**src/rtl/pattern_serializer.sv**
```systemverilog
// pattern_serializer: shifts a latched pattern out MSB-first, repeat_cnt times, with gap idle cycles between frames
// Ports:
//   clk, reset         clock and synchronous active-high reset
//   start, abort       transfer request (taken only in IDLE) and synchronous cancel
//   pattern            bits to send, bit PAT_W-1 first
//   repeat_cnt         number of frames, 0 means none
//   gap                idle cycles between consecutive frames
//   ready              high only in IDLE
//   serial_out         current bit, 0 whenever out_valid is low
//   out_valid          serial_out carries a pattern bit
//   frame_start        first bit of each frame
//   done               one-cycle pulse after a normal completion
module pattern_serializer #(
  parameter int PAT_W = 4,
  parameter int CNT_W = 8,
  parameter int GAP_W = 4
) (
  input  logic             clk,
  input  logic             reset,
  input  logic             start,
  input  logic             abort,
  input  logic [PAT_W-1:0] pattern,
  input  logic [CNT_W-1:0] repeat_cnt,
  input  logic [GAP_W-1:0] gap,
  output logic             ready,
  output logic             serial_out,
  output logic             out_valid,
  output logic             frame_start,
  output logic             done
);
  localparam int IW = $clog2(PAT_W);
  localparam logic [IW-1:0] TOP = IW'(PAT_W - 1);
  typedef enum logic [1:0] {IDLE, SEND, GAP, DONE} state_t;
  state_t           r_state;
  logic [PAT_W-1:0] r_pat;
  logic [CNT_W-1:0] r_cnt;
  logic [GAP_W-1:0] r_gap, r_gcnt;
  logic [IW-1:0]    r_idx;
  logic [IW-1:0]    w_nidx;
  assign w_nidx = r_idx - 1'b1;
  // r_idx is the index of the bit currently on serial_out; r_cnt counts frames left including the current one
  always_ff @(posedge clk) begin
    if (reset) begin
      r_state     <= IDLE;
      r_pat       <= '0;
      r_cnt       <= '0;
      r_gap       <= '0;
      r_gcnt      <= '0;
      r_idx       <= '0;
      ready       <= 1'b1;
      serial_out  <= 1'b0;
      out_valid   <= 1'b0;
      frame_start <= 1'b0;
      done        <= 1'b0;
    end else if (abort && r_state != IDLE) begin
      r_state     <= IDLE;
      ready       <= 1'b1;
      serial_out  <= 1'b0;
      out_valid   <= 1'b0;
      frame_start <= 1'b0;
      done        <= 1'b0;
    end else begin
      case (r_state)
        IDLE: if (start && !abort) begin
          r_pat <= pattern;
          r_cnt <= repeat_cnt;
          r_gap <= gap;
          r_idx <= TOP;
          ready <= 1'b0;
          if (repeat_cnt != '0) begin
            r_state     <= SEND;
            serial_out  <= pattern[PAT_W-1];
            out_valid   <= 1'b1;
            frame_start <= 1'b1;
          end else begin
            r_state <= DONE;
            done    <= 1'b1;
          end
        end
        SEND: if (r_idx != '0) begin
          r_idx       <= w_nidx;
          serial_out  <= r_pat[w_nidx];
          frame_start <= 1'b0;
        end else if (r_cnt == CNT_W'(1)) begin
          r_state     <= DONE;
          serial_out  <= 1'b0;
          out_valid   <= 1'b0;
          frame_start <= 1'b0;
          done        <= 1'b1;
        end else begin
          r_cnt <= r_cnt - 1'b1;
          r_idx <= TOP;
          if (r_gap != '0) begin
            r_state     <= GAP;
            r_gcnt      <= r_gap;
            serial_out  <= 1'b0;
            out_valid   <= 1'b0;
            frame_start <= 1'b0;
          end else begin
            serial_out  <= r_pat[PAT_W-1];
            frame_start <= 1'b1;
          end
        end
        GAP: if (r_gcnt == GAP_W'(1)) begin
          r_state     <= SEND;
          serial_out  <= r_pat[PAT_W-1];
          out_valid   <= 1'b1;
          frame_start <= 1'b1;
        end else begin
          r_gcnt <= r_gcnt - 1'b1;
        end
        DONE: begin
          r_state <= IDLE;
          done    <= 1'b0;
          ready   <= 1'b1;
        end
      endcase
    end
  end
endmodule

```
**config.mk**
```make
export PLATFORM = sky130hd
export DESIGN_NAME = pattern_serializer
export DESIGN_NICKNAME = d
export VERILOG_FILES = /design/src/rtl/pattern_serializer.sv
export SDC_FILE = /design/constraint.sdc
export NUM_CORES = 1
export LEC_CHECK = 0
export CAP_MARGIN = 20
export CORE_UTILIZATION = 57
export CTS_CLUSTER_SIZE = 24
export DETAILED_ROUTE_END_ITERATION = 10
export DONT_BUFFER_PORTS = 1
export PLACE_DENSITY = 0.73
export SYNTH_ARGS = -nofsm -noshare
export SYNTH_HDL_FRONTEND = slang
export SYNTH_SLANG_ARGS = --single-unit
export TNS_END_PERCENT = 10
```
**constraint.sdc**
```tcl
create_clock -name clk -period 1.91 [get_ports clk]
set_input_delay 0.2865 -clock clk [delete_from_list [all_inputs] [get_ports clk]]
set_output_delay 0.2865 -clock clk [all_outputs]
set_load 0.005 [all_outputs]
```
==> impl_metrics.ini, run 1 <==
[outcome]
status = finished, final reports clean

[synth]
synth_top_area_share_pct = 31.69
synth_area_um2 = 1832
ys_async_sr_fraction_pct = 0
synth_top_area_cell = dfxtp_1
syn_avg_cell_area_um2 = 8.069
synth_edf_count = 0
synth_ff_type = dfxtp_1
seq_area_frac_synth_pct = 31.69
ys_types = 60
ys_warn_count = 0
synth-seq-cells = 29
syn-num-nets = 257
syn-instance-count = 227
synthTopCellsByArea = dfxtp_1 32%, a21oi_1 6.8%, ha_1 6.8%, nand2_1 5.3%, mux2i_1 3.3%

[floorplan]
rows = 20
die_h_um = 58.69
start_util_pct = 60.00
core-area_um2 = 3053
dieArea_um2 = 3445
die_w_um = 58.69
pin_count = 25

[global_route]
grt_pass1_vias = 1836
grt_start_max_net_pins = 23
grt_use_total_pct = 32.57
grt_antenna_before_repair = 0
grt_pass1_wl_um = 8431
overflow = 0

[routing]
detail_route.iter0.violations = 140
vias = 1902
drt_pre_antenna_iters = 4
ant_nets = 0
wl_met3_um = 418
routedWlPerCell_um = 17.68
wl_met1_um = 2177
dr_wl_met2_um = 2575
wl_um = 5251
via_per_inst = 6.404
top_layer = met4
drc = 0

[timing]
rsz0062_at_grt = true
skew_ns = 0.01295
drv_slew = 0
hold_violations = 0
period_needed_ns = 1.866
whs_ns = 0.01586
fmax_mhz = 536.0
setup_slack_ns = 0.04419
fin_crit_sh_pct = 97.69
tightest_slew_ns = 0.5357
setup_viol = 0
relSlewSlack_pct = 63.96

[pwr]
switching_share_pct = 40.97
clock_power_share_pct = 16.8
net-switching-power_w = 0.001185
vdd.ir_drop.worst_v = 0.0007215
p_int_w = 0.001707
powerDensity_nw_per_um2 = 1287
power_frac_seq_pct = 30.7
leakage_nw = 0.8250
comb_power_share_pct = 52.5

[final_layout]
num_antenna_cells = 0
final_common_cell = nand2_1
mostFrequentLayoutCells = 26 x nand2_1, 25 x a21oi_1, 24 x dfxtp_1
final_area_um2 = 2246
drive_gt1_share_pct = 23.72
nets = 283
area_growth_pct = 22.61

[placement]
gp_congestion = 0.8856
port_buffers = 0
dp_slack_ns = -0.06006
hpwl_um = 3724
placed_area_um2 = 2036

[worst_setup_path]
reg2reg_to = out_valid
cp_max_fo = 5
crit_path_end_kind = flop
reg2reg_depth = 6
startpoint = r_cnt[1]
r2r-start = r_cnt[1]
crit_required_ns = 2.14
crit_type = reg -> reg
endpoint = out_valid
start_kind = flop
ff2ff_setup_slack_ns = 0.04
arrival_ns = 2.10

[clock_network]
clock_path_buffers = 2
insertion_delay_ns = 0.34
post-cts-setup-buffers = 0
clkTransAtPathRegs_ns = 0.09
cts_sinks = 29
cts_root_buf = clkbuf_4
cts-htree-levels = 2
cts_tree = built
cts_buffers = 5

[run]
max_cap_violations = 0

[min_path]
hold_path_class = in -> reg
[critical path, stage by stage, from the launching register on]
cell and delay, ns:
dfxtp_1 0.32, inv_1 0.08, ha_1 0.18, or3b_4 0.42, o311ai_4 0.40, nand3_2 0.10, a32o_1 0.27
[power by group through the flow]
stage,clock [W],combinational [W],sequential (W)
after floorplan,0,0.000917,0.000863
after global placement,0,0.00130,0.000872
after detailed placement,0,0.00135,0.000879
after CTS,0.000493,0.00139,0.000869
after global routing,0.000527,0.00164,0.000904
final,0.000487,0.00152,0.000887
[cell type report]
type,count,area [um2]
fill,234,807.0
inverter,12,45.04
sequential,29,589.3
clock buffer,5,37.54
clock inverter,2,35.03
timing repair buffer,29,235.2
tap,44,55.05
multi-input combinational,176,1249
[cells by family after synthesis]
family | Yosys count | synth area share, %
AO/OA/AOI/OAI | 67 | 26.23
flip-flops | 29 | 31.69
buffers and inverters | 22 | 4.576
adder cells (fa/ha/maj) | 10 | 6.831
AND/OR/NAND/NOR | 93 | 27.39
multiplexers | 6 | 3.279
[metrics by stage]
step              TNS, ns  util [%]  cells  total power [W]
2_1_floorplan           0         -    227         0.001780
3_3_place_gp            0     66.68    286         0.002169
3_5_place_dp      -0.1278     66.68    286         0.002230
4_1_cts        -0.0007521     70.33    295         0.002750
5_1_grt          -0.01409     73.57    297         0.003073
6_report                0     73.57    297         0.002891
[cell usage after synthesis, types with 5 or more instances]
library cell  instances
nand2_1              26
dfxtp_1              29
nor2b_1               5
clkbuf_1              8
nor4_1                6
o21ai_0               5
a31oi_1               5
or3_1                 5
inv_1                11
nand4_1               5
mux2i_1               6
ha_1                 10
nand3_1               7
nor2_1               15
a21oi_1              25
[how the worst min path moves through the flow]
stage	start	endpoint	slack, ns	depth (start not counted)
after floorplan	pattern[0]	r_pat[0]	0.42	2
after CTS	reset	r_gap[2]	0.003	1
final	reset	r_cnt[4]	0.02	1
after global placement	reset	r_cnt[4]	0.36	1
after detailed placement	reset	r_cnt[4]	0.36	1
after global routing	reset	r_cnt[4]	0.002	1
[registers in the layout, summed over array words and instances (netlist names)]
name / count
done: 1
frame_start: 1
out_valid: 1
r_cnt: 8
r_gap: 4
r_gcnt: 4
r_idx: 2
r_pat: 4
r_state: 2
ready: 1
serial_out: 1
[metal layers]
layer	up-vias	global-route usage, %
met4	0	12.24
met3	11	7.692
met2	83	54.02
met5	-	0
li1	906	-
met1	902	41.18
[timing repair]
| item | 4_1_cts | 5_1_grt |
|---|---|---|
| hold buffers | 2 | 2 |
| cloned | 0 | 0 |
| endpoints found under the hold margin | 4 | 8 |
| setup endpoints to repair | 7 | 14 |
| pin swaps | 1 | 4 |
| resized for setup | 5 | 20 |
Note: power is estimated with default switching activity, not from simulation.
==> run 2: changes to the inputs <==
--- a/config.mk
+++ b/config.mk
@@ -6,11 +6,10 @@
 export NUM_CORES = 1
 export LEC_CHECK = 0
 export CAP_MARGIN = 20
-export CORE_UTILIZATION = 57
-export CTS_CLUSTER_SIZE = 24
+export CORE_UTILIZATION = 63
 export DETAILED_ROUTE_END_ITERATION = 10
 export DONT_BUFFER_PORTS = 1
-export PLACE_DENSITY = 0.73
+export PLACE_DENSITY = 0.77
 export SYNTH_ARGS = -nofsm -noshare
 export SYNTH_HDL_FRONTEND = slang
 export SYNTH_SLANG_ARGS = --single-unit
==> constraint.sdc (replaced) <==
create_clock -name clk -period 1.9 [get_ports clk]
set_input_delay 0.285 -clock clk [delete_from_list [all_inputs] [get_ports clk]]
set_output_delay 0.285 -clock clk [all_outputs]
set_load 0.005 [all_outputs]
==> impl_metrics.ini, run 2 (synthesis results as in run 1) <==
[pwr]
leakage_nw = 0.8484
vdd.ir_drop.worst_v = 0.001268
powerDensity_nw_per_um2 = 1373

[timing]
period_needed_ns = 1.942
drv_slew = 0
fmax_mhz = 514.9
rsz0062_at_grt = true
setup_viol = 3
relSlewSlack_pct = 63.77
tightest_slew_ns = 0.5415
whs_ns = -0.003018
fin_crit_sh_pct = 102.2
hold_violations = 2
skew_ns = 0.007828
setup_slack_ns = -0.04215

[global_route]
grt_start_max_net_pins = 26
grt_pass1_vias = 1864
grt_antenna_before_repair = 0
grt_use_total_pct = 35.14
overflow = 0
grt_pass1_wl_um = 8521

[worst_setup_path]
arrival_ns = 2.18
cpPeakStageDelay_ns = 0.47
crit_required_ns = 2.14
crit_type = reg -> reg
cp_top_family = compound AO/OA/AOI/OAI gates
crit_path_end_kind = flop
start_kind = flop
critPathBufInv = 1
cp_slowest_cell = o311ai_4
reg2reg_depth = 6
path_depth = 6
cp_max_fo = 5
crit_chain = inv_2 > ha_4 > or3b_4 > o311ai_4 > nand3_2 > a32o_2

[min_path]
hold_path_class = in -> reg
min_path_cells = 1

[clock_network]
clock_path_buffers = 2
cts_buffers = 5
clkTransAtPathRegs_ns = 0.10
cts_sinks = 29
cts-htree-levels = 2
cts_root_buf = clkbuf_4
cts_tree = built
insertion_delay_ns = 0.34

[placement]
placed_area_um2 = 2027
hpwl_um = 3868
dp_slack_ns = -0.1384
gp_congestion = 0.8920
port_buffers = 0

[routing]
via_per_inst = 7.127
wl_um = 6165
vias = 2024
ant_nets = 0
routedWlPerCell_um = 21.71
drc = 0
detail_route.iter0.violations = 159
drt_pre_antenna_iters = 5

[floorplan]
dieArea_um2 = 3127
core-area_um2 = 2758
die_h_um = 55.92
pin_count = 25
rows = 19
start_util_pct = 66.42
die_w_um = 55.92

[final_layout]
drive_gt1_share_pct = 29.64
final_area_um2 = 2300
multi_input_area_um2 = 1310
mostFrequentLayoutCells = 26 x nand2_1, 25 x buf_4, 24 x a21oi_1
final_common_cell = nand2_1
top_register = r_cnt
fill_cells = 169
area_growth_pct = 25.55
largest_register_ff_count = 8
num_antenna_cells = 0
seqCellArea_um2 = 593.1
nets = 282

[outcome]
violations = hold timing, setup timing
status = finished with violations

[run]
max_cap_violations = 0
## run 2: changes by cell type in the layout (fill, tap and decap cells not counted), sizes merged
| cell | change |
|---|---|
| dlygate4sd3 | -4 |
| buf | +3 |
| clkinv | -1 |
| clkbuf | +1 |
| clkinvlp | +1 |
## run 2: cell type report
class | count | share of cell area, %
clock buffers | 6 | 2.231
clock inverters | 2 | 1.632
inverters | 12 | 2.067
multi-input cells | 176 | 56.96
flip-flops and latches | 29 | 25.79
well taps | 31 | 1.687
repair buffers | 28 | 9.630
## run 2: power by group
part / switching (W) / internal [W] / leakage, nW
combinational: 0.000943 / 0.000753 / 0.564
sequential: 0.000157 / 0.000755 / 0.240
clock: 0.000236 / 0.000312 / 0.0445
## run 2: timing repair
item,in CTS,in global routing
endpoints found under the hold margin,14,11
setup endpoints to repair,12,14
gates resized for setup,14,29
setup buffers,0,2
pin swaps,5,8
## run 2: worst reg2reg max path, delay by kind of cell, from the launching register on
kind | cells | cell delay [ns]
buffers and inverters | 1 | 0.07
adder cells (fa/ha/maj) | 1 | 0.12
AO/OA/AOI/OAI | 2 | 0.75
flip-flops | 1 | 0.34
AND/OR/NAND/NOR | 2 | 0.56
## run 2: worst paths after layout
path | startpoint | to | slack, ns
min reg2reg | r_pat[0] | r_pat[0] | 0.47
max | r_cnt[1] | out_valid | -0.04
max reg2reg | r_cnt[1] | out_valid | -0.04
min | reset | r_gcnt[1] | -0.003
## run 2: per-layer routing
metal  global-route usage [%]  vias to the layer above  share of wire [%]
li1                         -                      908                  -
met5                        0                        -                  0
met2                    60.07                      135                 49
met1                    41.56                      951                 39
met3                    9.070                       30                8.2
met4                    15.33                        0                4.1
## run 2: through the flow
| step | std cells | power, W | utilization (%) | TNS [ns] |
|---|---|---|---|---|
| 3_3_place_gp | 274 | 0.002185 | 73.50 | -0.03347 |
| 5_1_grt | 284 | 0.003290 | 83.39 | -0.2370 |
| 6_report | 284 | 0.003157 | 83.39 | -0.08967 |
| 2_1_floorplan | 227 | 0.001790 | - | 0 |
| 4_1_cts | 282 | 0.002874 | 78.54 | -0.05573 |
| 3_5_place_dp | 274 | 0.002258 | 73.50 | -0.5984 |
